--- src/rtl/m3_step_sequencer.sv ---
// m3_step_sequencer: 3-phase commutation step generator for the motoro3 drive.
// Phase A walks 1..STEPS (forward) or STEPS..1 (reverse), one position per
// P = max(m3period, 2) clocks; B and C follow A at +STEPS/3 and +2*STEPS/3.
// State changes on the falling clock edge; nRst clears everything asynchronously.
// Optional build macro M3_SOFTSTART_EN: the first electrical cycle runs at 4P
// per step, the second at 2P, then P (shifted reloads saturate to all-ones).
`timescale 1ns/1ps
module m3_step_sequencer #(
  parameter int unsigned STEPS = 6,
  parameter int unsigned PH_W  = 4,
  parameter int unsigned CNT_W = 25,
  parameter int unsigned TGT_W = 16,
  parameter int unsigned RND_W = 32
) (
  input  logic             clk,
  input  logic             nRst,
  input  logic             m3start,
  input  logic             m3abort,
  input  logic             m3dir,
  input  logic [CNT_W-1:0] m3period,
  input  logic [TGT_W-1:0] m3target,
  output logic [PH_W-1:0]  m3stepA,
  output logic [PH_W-1:0]  m3stepB,
  output logic [PH_W-1:0]  m3stepC,
  output logic [CNT_W-1:0] m3cnt,
  output logic             m3cntLast1,
  output logic             m3busy,
  output logic             m3done,
  output logic [RND_W-1:0] m3round
);

  if ((STEPS % 3) != 0 || STEPS < 3) begin : g_bad_steps
    $error("m3_step_sequencer: STEPS must be a multiple of 3 and at least 3");
  end
  if ((2 ** PH_W) <= (STEPS + 1)) begin : g_bad_ph_w
    $error("m3_step_sequencer: PH_W too narrow for STEPS+1");
  end

  localparam logic [PH_W-1:0] STEP_IDLE  = '0;
  localparam logic [PH_W-1:0] STEP_FIRST = PH_W'(1);
  localparam logic [PH_W-1:0] STEP_LAST  = PH_W'(STEPS);
  localparam logic [PH_W-1:0] STEP_FSTOP = PH_W'(STEPS + 1);
  localparam logic [PH_W:0]   STEPS_W    = (PH_W+1)'(STEPS);
  localparam logic [PH_W:0]   OFS_B      = (PH_W+1)'(STEPS / 3);
  localparam logic [PH_W:0]   OFS_C      = (PH_W+1)'((2 * STEPS) / 3);

  typedef enum logic [1:0] {S_IDLE, S_RUN, S_DRAIN, S_FSTOP} state_t;

  state_t           state_q;
  logic [PH_W-1:0]  step_q;
  logic [CNT_W-1:0] cnt_q;
  logic             done_q;
  logic [RND_W-1:0] round_q;
  logic             start_d_q;
  logic [TGT_W-1:0] stepcnt_q;
  logic [TGT_W-1:0] target_q;
`ifdef M3_SOFTSTART_EN
  logic [1:0]       sh_q;
  logic [1:0]       sh_d;
`endif

  logic             start_up;
  logic             at_boundary;
  logic             wrap;
  logic             running;
  logic             tgt_hit;
  logic [CNT_W-1:0] p_eff;
  logic [CNT_W-1:0] reload_start;
  logic [CNT_W-1:0] reload_adv;
  logic [PH_W-1:0]  step_adv;
  logic [TGT_W-1:0] stepcnt_inc;

  // Offset a live phase-A position by ofs within 1..STEPS; idle/stop codes pass through.
  function automatic logic [PH_W-1:0] phase_of(input logic [PH_W-1:0] a,
                                               input logic [PH_W:0]   ofs);
    logic [PH_W:0] sum;
    if (a == STEP_IDLE || a == STEP_FSTOP) return a;
    sum = {1'b0, a} + ofs;
    if (sum > STEPS_W) sum = sum - STEPS_W;
    return sum[PH_W-1:0];
  endfunction

`ifdef M3_SOFTSTART_EN
  // P << sh, saturating to all-ones when the result no longer fits CNT_W.
  function automatic logic [CNT_W-1:0] shl_sat(input logic [CNT_W-1:0] p,
                                               input logic [1:0]       sh);
    logic [CNT_W+1:0] wide;
    wide = {2'b00, p} << sh;
    if (wide[CNT_W+1:CNT_W] != 2'b00) return '1;
    return wide[CNT_W-1:0];
  endfunction
`endif

  // Next-step position, wrap detection, target match and counter reload values.
  always_comb begin
    start_up    = m3start & ~start_d_q;
    p_eff       = (m3period < CNT_W'(2)) ? CNT_W'(2) : m3period;
    at_boundary = (cnt_q == '0);
    if (m3dir) begin
      wrap     = (step_q == STEP_FIRST);
      step_adv = wrap ? STEP_LAST : step_q - STEP_FIRST;
    end else begin
      wrap     = (step_q == STEP_LAST);
      step_adv = wrap ? STEP_FIRST : step_q + STEP_FIRST;
    end
    stepcnt_inc = stepcnt_q + TGT_W'(1);
    tgt_hit     = (target_q != '0) && (stepcnt_inc == target_q);
    // A start edge while draining resumes stepping in the same clock.
    running     = (state_q == S_RUN) || ((state_q == S_DRAIN) && start_up);
`ifdef M3_SOFTSTART_EN
    sh_d         = (wrap && sh_q != 2'd0) ? sh_q - 2'd1 : sh_q;
    reload_start = shl_sat(p_eff, 2'd2) - CNT_W'(1);
    reload_adv   = shl_sat(p_eff, sh_d) - CNT_W'(1);
`else
    reload_start = p_eff - CNT_W'(1);
    reload_adv   = reload_start;
`endif
  end

  // Sequencer FSM: IDLE / RUN / DRAIN / FSTOP with step, counter and round state.
  always_ff @(negedge clk or negedge nRst) begin
    if (!nRst) begin
      state_q   <= S_IDLE;
      step_q    <= STEP_IDLE;
      cnt_q     <= '0;
      done_q    <= 1'b0;
      round_q   <= '0;
      start_d_q <= 1'b0;
      stepcnt_q <= '0;
      target_q  <= '0;
`ifdef M3_SOFTSTART_EN
      sh_q      <= 2'd0;
`endif
    end else begin
      start_d_q <= m3start;
      done_q    <= 1'b0;
      if (m3abort) begin
        state_q <= S_FSTOP;
        step_q  <= STEP_FSTOP;
        cnt_q   <= '0;
      end else begin
        case (state_q)
          S_IDLE: begin
            step_q <= STEP_IDLE;
            cnt_q  <= '0;
            if (start_up) begin
              state_q   <= S_RUN;
              step_q    <= STEP_FIRST;
              cnt_q     <= reload_start;
              stepcnt_q <= '0;
              round_q   <= '0;
              target_q  <= m3target;
`ifdef M3_SOFTSTART_EN
              sh_q      <= 2'd2;
`endif
            end
          end
          S_RUN, S_DRAIN: begin
            if (running) begin
              if (at_boundary) begin
                stepcnt_q <= stepcnt_inc;
                if (wrap) round_q <= round_q + RND_W'(1);
`ifdef M3_SOFTSTART_EN
                sh_q      <= sh_d;
`endif
                if (tgt_hit) begin
                  done_q  <= 1'b1;
                  step_q  <= STEP_IDLE;
                  state_q <= S_IDLE;
                end else begin
                  step_q  <= step_adv;
                  cnt_q   <= reload_adv;
                  state_q <= m3start ? S_RUN : S_DRAIN;
                end
              end else begin
                cnt_q   <= cnt_q - CNT_W'(1);
                state_q <= m3start ? S_RUN : S_DRAIN;
              end
            end else if (at_boundary) begin
              state_q <= S_IDLE;
              step_q  <= STEP_IDLE;
            end else begin
              cnt_q <= cnt_q - CNT_W'(1);
            end
          end
          S_FSTOP: begin
            step_q <= STEP_FSTOP;
            cnt_q  <= '0;
            if (!m3start) begin
              state_q <= S_IDLE;
              step_q  <= STEP_IDLE;
            end
          end
          default: begin
            state_q <= S_IDLE;
            step_q  <= STEP_IDLE;
            cnt_q   <= '0;
          end
        endcase
      end
    end
  end

  assign m3stepA    = step_q;
  assign m3stepB    = phase_of(step_q, OFS_B);
  assign m3stepC    = phase_of(step_q, OFS_C);
  assign m3cnt      = cnt_q;
  assign m3busy     = (state_q == S_RUN) || (state_q == S_DRAIN);
  assign m3cntLast1 = m3busy && (cnt_q == '0);
  assign m3done     = done_q;
  assign m3round    = round_q;

endmodule

--- config.mk ---
export PLATFORM = sky130hd
export DESIGN_NAME = m3_step_sequencer
export DESIGN_NICKNAME = d
export VERILOG_FILES = /design/src/rtl/m3_step_sequencer.sv
export SDC_FILE = /design/constraint.sdc
export NUM_CORES = 1
export LEC_CHECK = 0
export CAP_MARGIN = 10
export CORE_AREA = 2 2 151 153
export DETAILED_ROUTE_END_ITERATION = 6
export DIE_AREA = 0 0 153 155
export GPL_TIMING_DRIVEN = 0
export PLACE_DENSITY_LB_ADDON = 0.25
export SLEW_MARGIN = 20
export SYNTH_ARGS = -nofsm -noshare
export SYNTH_HDL_FRONTEND = slang
export SYNTH_SLANG_ARGS = --single-unit
--- constraint.sdc ---
create_clock -name clk -period 4.1 [get_ports clk]
set_input_delay 0.615 -clock clk [delete_from_list [all_inputs] [get_ports clk]]
set_output_delay 0.615 -clock clk [all_outputs]
set_load 0.005 [all_outputs]
# Word level (Yosys, flattened, before mapping)
# Cells that the tools add are included.
[op_classes]
n_addsub = 10
n_lt_le_gt_ge = 3
n_eq_ne = 17
n_mux = 49
bitwise = 3
reduce_logical = 17
[ops]
columns = ["cell", "n"]
rows = [
  ["$mux W25", 7],
  ["$mux W32", 4],
  ["$pmux W25 S3", 1],
  ["$pmux W32 S2", 1],
  ["$mux W4", 13],
  ["$sub A25 B1 Y25 const B", 2],
  ["$mux W16", 3],
  ["$add A32 B1 Y32 const B", 1],
  ["$pmux W16 S2", 1],
  ["$logic_not A25 Y1", 1],
  ["$lt A25 B2 Y1 const B", 1],
  ["$add A16 B1 Y16 const B", 1],
  ["$eq A16 B16 Y1", 1],
  ["$mux W2", 8],
  ["$reduce_bool A16 Y1", 1],
  ["$ne A4 B4 Y1 const B", 3],
  ["$pmux W4 S3", 1],
  ["$gt A5 B3 Y1 const B", 2],
  ["$ne A3 B3 Y1 const B", 3],
  ["$eq A4 B3 Y1 const B", 2],
  ["$mux W1", 8],
  ["$ne A2 B2 Y1 const B", 4],
  ["$sub A4 B3 Y4 const B", 2],
  ["$pmux W2 S3", 1],
  ["20 further kinds", 27],
]
[totals]
reg_bits = 97
input_bits = 46
output_inout_bits = 72

# Longest topological paths before layout
[depth]
ltp_word = 8
depth_mapped = 12
mapped_depth_nobuf = 10

==> reports/metrics.cfg <==
[setup_path]
critPathLaunch=m3cnt[0]
critical_path.max_fanout=4
crit_path_end_kind=output pin
reg2reg_depth=11
critPathArrivalTime_ns=4.22
crit_required_ns=3.48
timing.rr.start=stepcnt_q[0]
startpoint_type=flip-flop
setup.worst_path.class=reg -> out

[floorplan]
initial_core_util_pct=30.4
die_width_um=153
die_area_mm2=0.0237
rows=55
die_y_um=155
io_pins=118
core-area_mm2=0.0222

[cells_and_area]
final-seq-area_mm2=0.00243
drive_above_1_share_pct=30.4
multiInputGateArea_mm2=0.00488
final_area_mm2=0.0104
fillers=2041
fin_cells=1301
area_growth_pct=54.4
nets=1077

[synthesis]
ys_seq_elements=97
synth_mux_area_share_pct=3.28
synthXorXnorAreaFrac_pct=12.2
synthAdderAreaFrac_pct=3.89
synth_edf_count=0
synthTopCellsByCount=dfrtn_1 (97), nor2_1 (75), nand2_1 (73)
synth_top_area_share_pct=36.0
syn_avg_cell_area_um2=8.79
yosysMostFrequentCell=dfrtn_1
synth_compound_area_share_pct=14.3
synthesis.nets=835
synth-simple-area-share_pct=27.0
yosysWarnings=0
seq_area_frac_synth_pct=36.0
ys_types=71
synth.largest_area_cell=dfrtn_1
synth_cells=768
synth_area_leaders=dfrtn_1 (36%), xor2_1 (7.7%), xnor2_1 (4.5%)
synth_ff_type=dfrtn_1
syn_area_mm2=0.00675
ys_async_sr_fraction_pct=100
synth_top_family_by_area=simple AND/OR/NAND/NOR gates

[sta]
setup_ws_ns=-0.735
hold_viol_final=0
worstMarginPinSlew_ns=0.676
max_slew_margin_pct=54.5
setup_viol=52
fin_skew_ns=0.00739
rsz0062_at_grt=yes
slew_violations=0

[detailed_routing]
drcViolationCount=0
wl_per_cell_um=16.7
initialDrtViolationCount=348
viasPerCell=5.23
vias=6807
dr.pass1.iters=4
wirelength_um=21700
ant_nets=0

[clock_tree]
clk_latency_ns=0.35
path_clk_slew_ns=0.05
htree_levels=3
cts.path.max_buffers=2
cts_sinks=97
tritoncts=yes
root_buffer=clkbuf_16
numCtsBuffers=9

[global_routing]
grt_max_degree=51
grt_pass1_vias=6456
use_met3_pct=2.26
grtUsageMet2_pct=28.5
grt-ovfl-total=0
grt_busiest_layer=met2
gr-usage-met1_pct=24.7
groute.usage.overall_pct=17.7
antenna_found_initial=1
grt_first_pass_wirelength_um=34200

[min_path]
worstHoldPathType=reg -> reg
whs_path_depth=1
min_from=m3round[0]

[placed_design]
placed_area_mm2=0.00850
io_buffers=116
dp.cells=1170
gp_congestion=0.828
dp.final_hpwl_um=14600

[pwr]
irDropWorstVdd_v=0.000238
power_density_mw_per_mm2=537
p_leak_nw=4.64

[status]
violations=setup timing
status=complete, but fails checks

[run]
cap_violations=0

final cells by class:
cell class	instances	area share, %
plain buffers	38	2.10
clock buffers	9	2.16
well taps	285	3.42
flip-flops and latches	97	23.3
diodes	1	0.0240
repair buffers	233	21.2
clock inverters	7	0.516
multi-input cells	618	46.8
inverters	13	0.516
stage by stage:
| step | setup TNS (ns) | hold slack (ns) | utilization, % | setup WS, ns | power (W) |
|---|---|---|---|---|---|
| 6_report | -15.92 | 0.452 | 46.9 | -0.735 | 0.00559 |
| 5_1_grt | -21.35 | 0.505 | 46.9 | -0.838 | 0.00597 |
| 4_1_cts | -18.30 | 0.450 | 43.6 | -0.883 | 0.00522 |
| 3_5_place_dp | -104.16 | 0.452 | 38.2 | -1.98 | 0.00404 |
| 3_3_place_gp | -426.03 | 0.454 | 38.1 | -3.34 | 0.00403 |
| 2_1_floorplan | -18.10 | 0.430 | - | -1.11 | 0.00311 |
report_power, final:
group | internal (W) | switching, W | total, W
Combinational | 0.00162 | 0.00183 | 0.00345
Clock | 0.000418 | 0.000412 | 0.000830
Sequential | 0.00112 | 0.000193 | 0.00132
critical path: stages, from the launching register on:
cell and delay, ns:
dfrtn_1 0.35, inv_2 0.08, ha_4 0.13, or4b_4 0.51
nor4b_4 0.36, nand3_1 0.12, nor2_1 0.11, buf_2 0.15
flip-flops by register name (all words and copies together), names as in the netlist:
register,count
target_q,16
m3cnt,25
stepcnt_q,16
state_q,2
start_d_q,1
m3round,32
m3stepA,4
m3done,1
placed cells by master (no fill, tap or decap), types with 21 or more instances in the layout:
master and n:
nor2_1 66, clkdlybuf4s50_1 66, buf_4 79, a21oi_1 21
nand2_1 60, dfrtn_1 97, buf_6 42, xor2_1 54
xnor2_1 28, nor3_1 26, nand3_1 21
metal layers:
layer	wire length [um]	up-vias
met4	442	0
li1	-	3278
met1	10100	3319
met5	0	-
met2	10300	184
met3	933	26
cell families after synthesis:
logic type                 after synthesis
buffers and inverters                   53
muxes                                   20
xor gates and xnor gates                94
and+or+nand+nor                        339
AOI/OAI and AO/OA                      144
DFF                                     97
adders and majority gates               21
path summary, 6_finish.rpt:
| path | end | slack [ns] |
|---|---|---|
| setup / recovery | m3cntLast1 | -0.74 |
| hold / removal | m3round[0] | 0.45 |
| setup reg to reg | m3cnt[7] | 0.16 |
| hold reg to reg | m3round[0] | 0.45 |
| max in group asynchronous | target_q[5] | 1.32 |
| min in group asynchronous | m3round[24] | 2.13 |
what timing repair did:
item                       in CTS  in global routing
cloned                          1                  0
pin swaps                      69                 71
buffers inserted               63                 54
setup endpoints to repair     107                 98
hold endpoints to repair        0                  0
hold buffers                    0                  0
resized for setup             196                 95
Power figures use the tool's default switching activity.
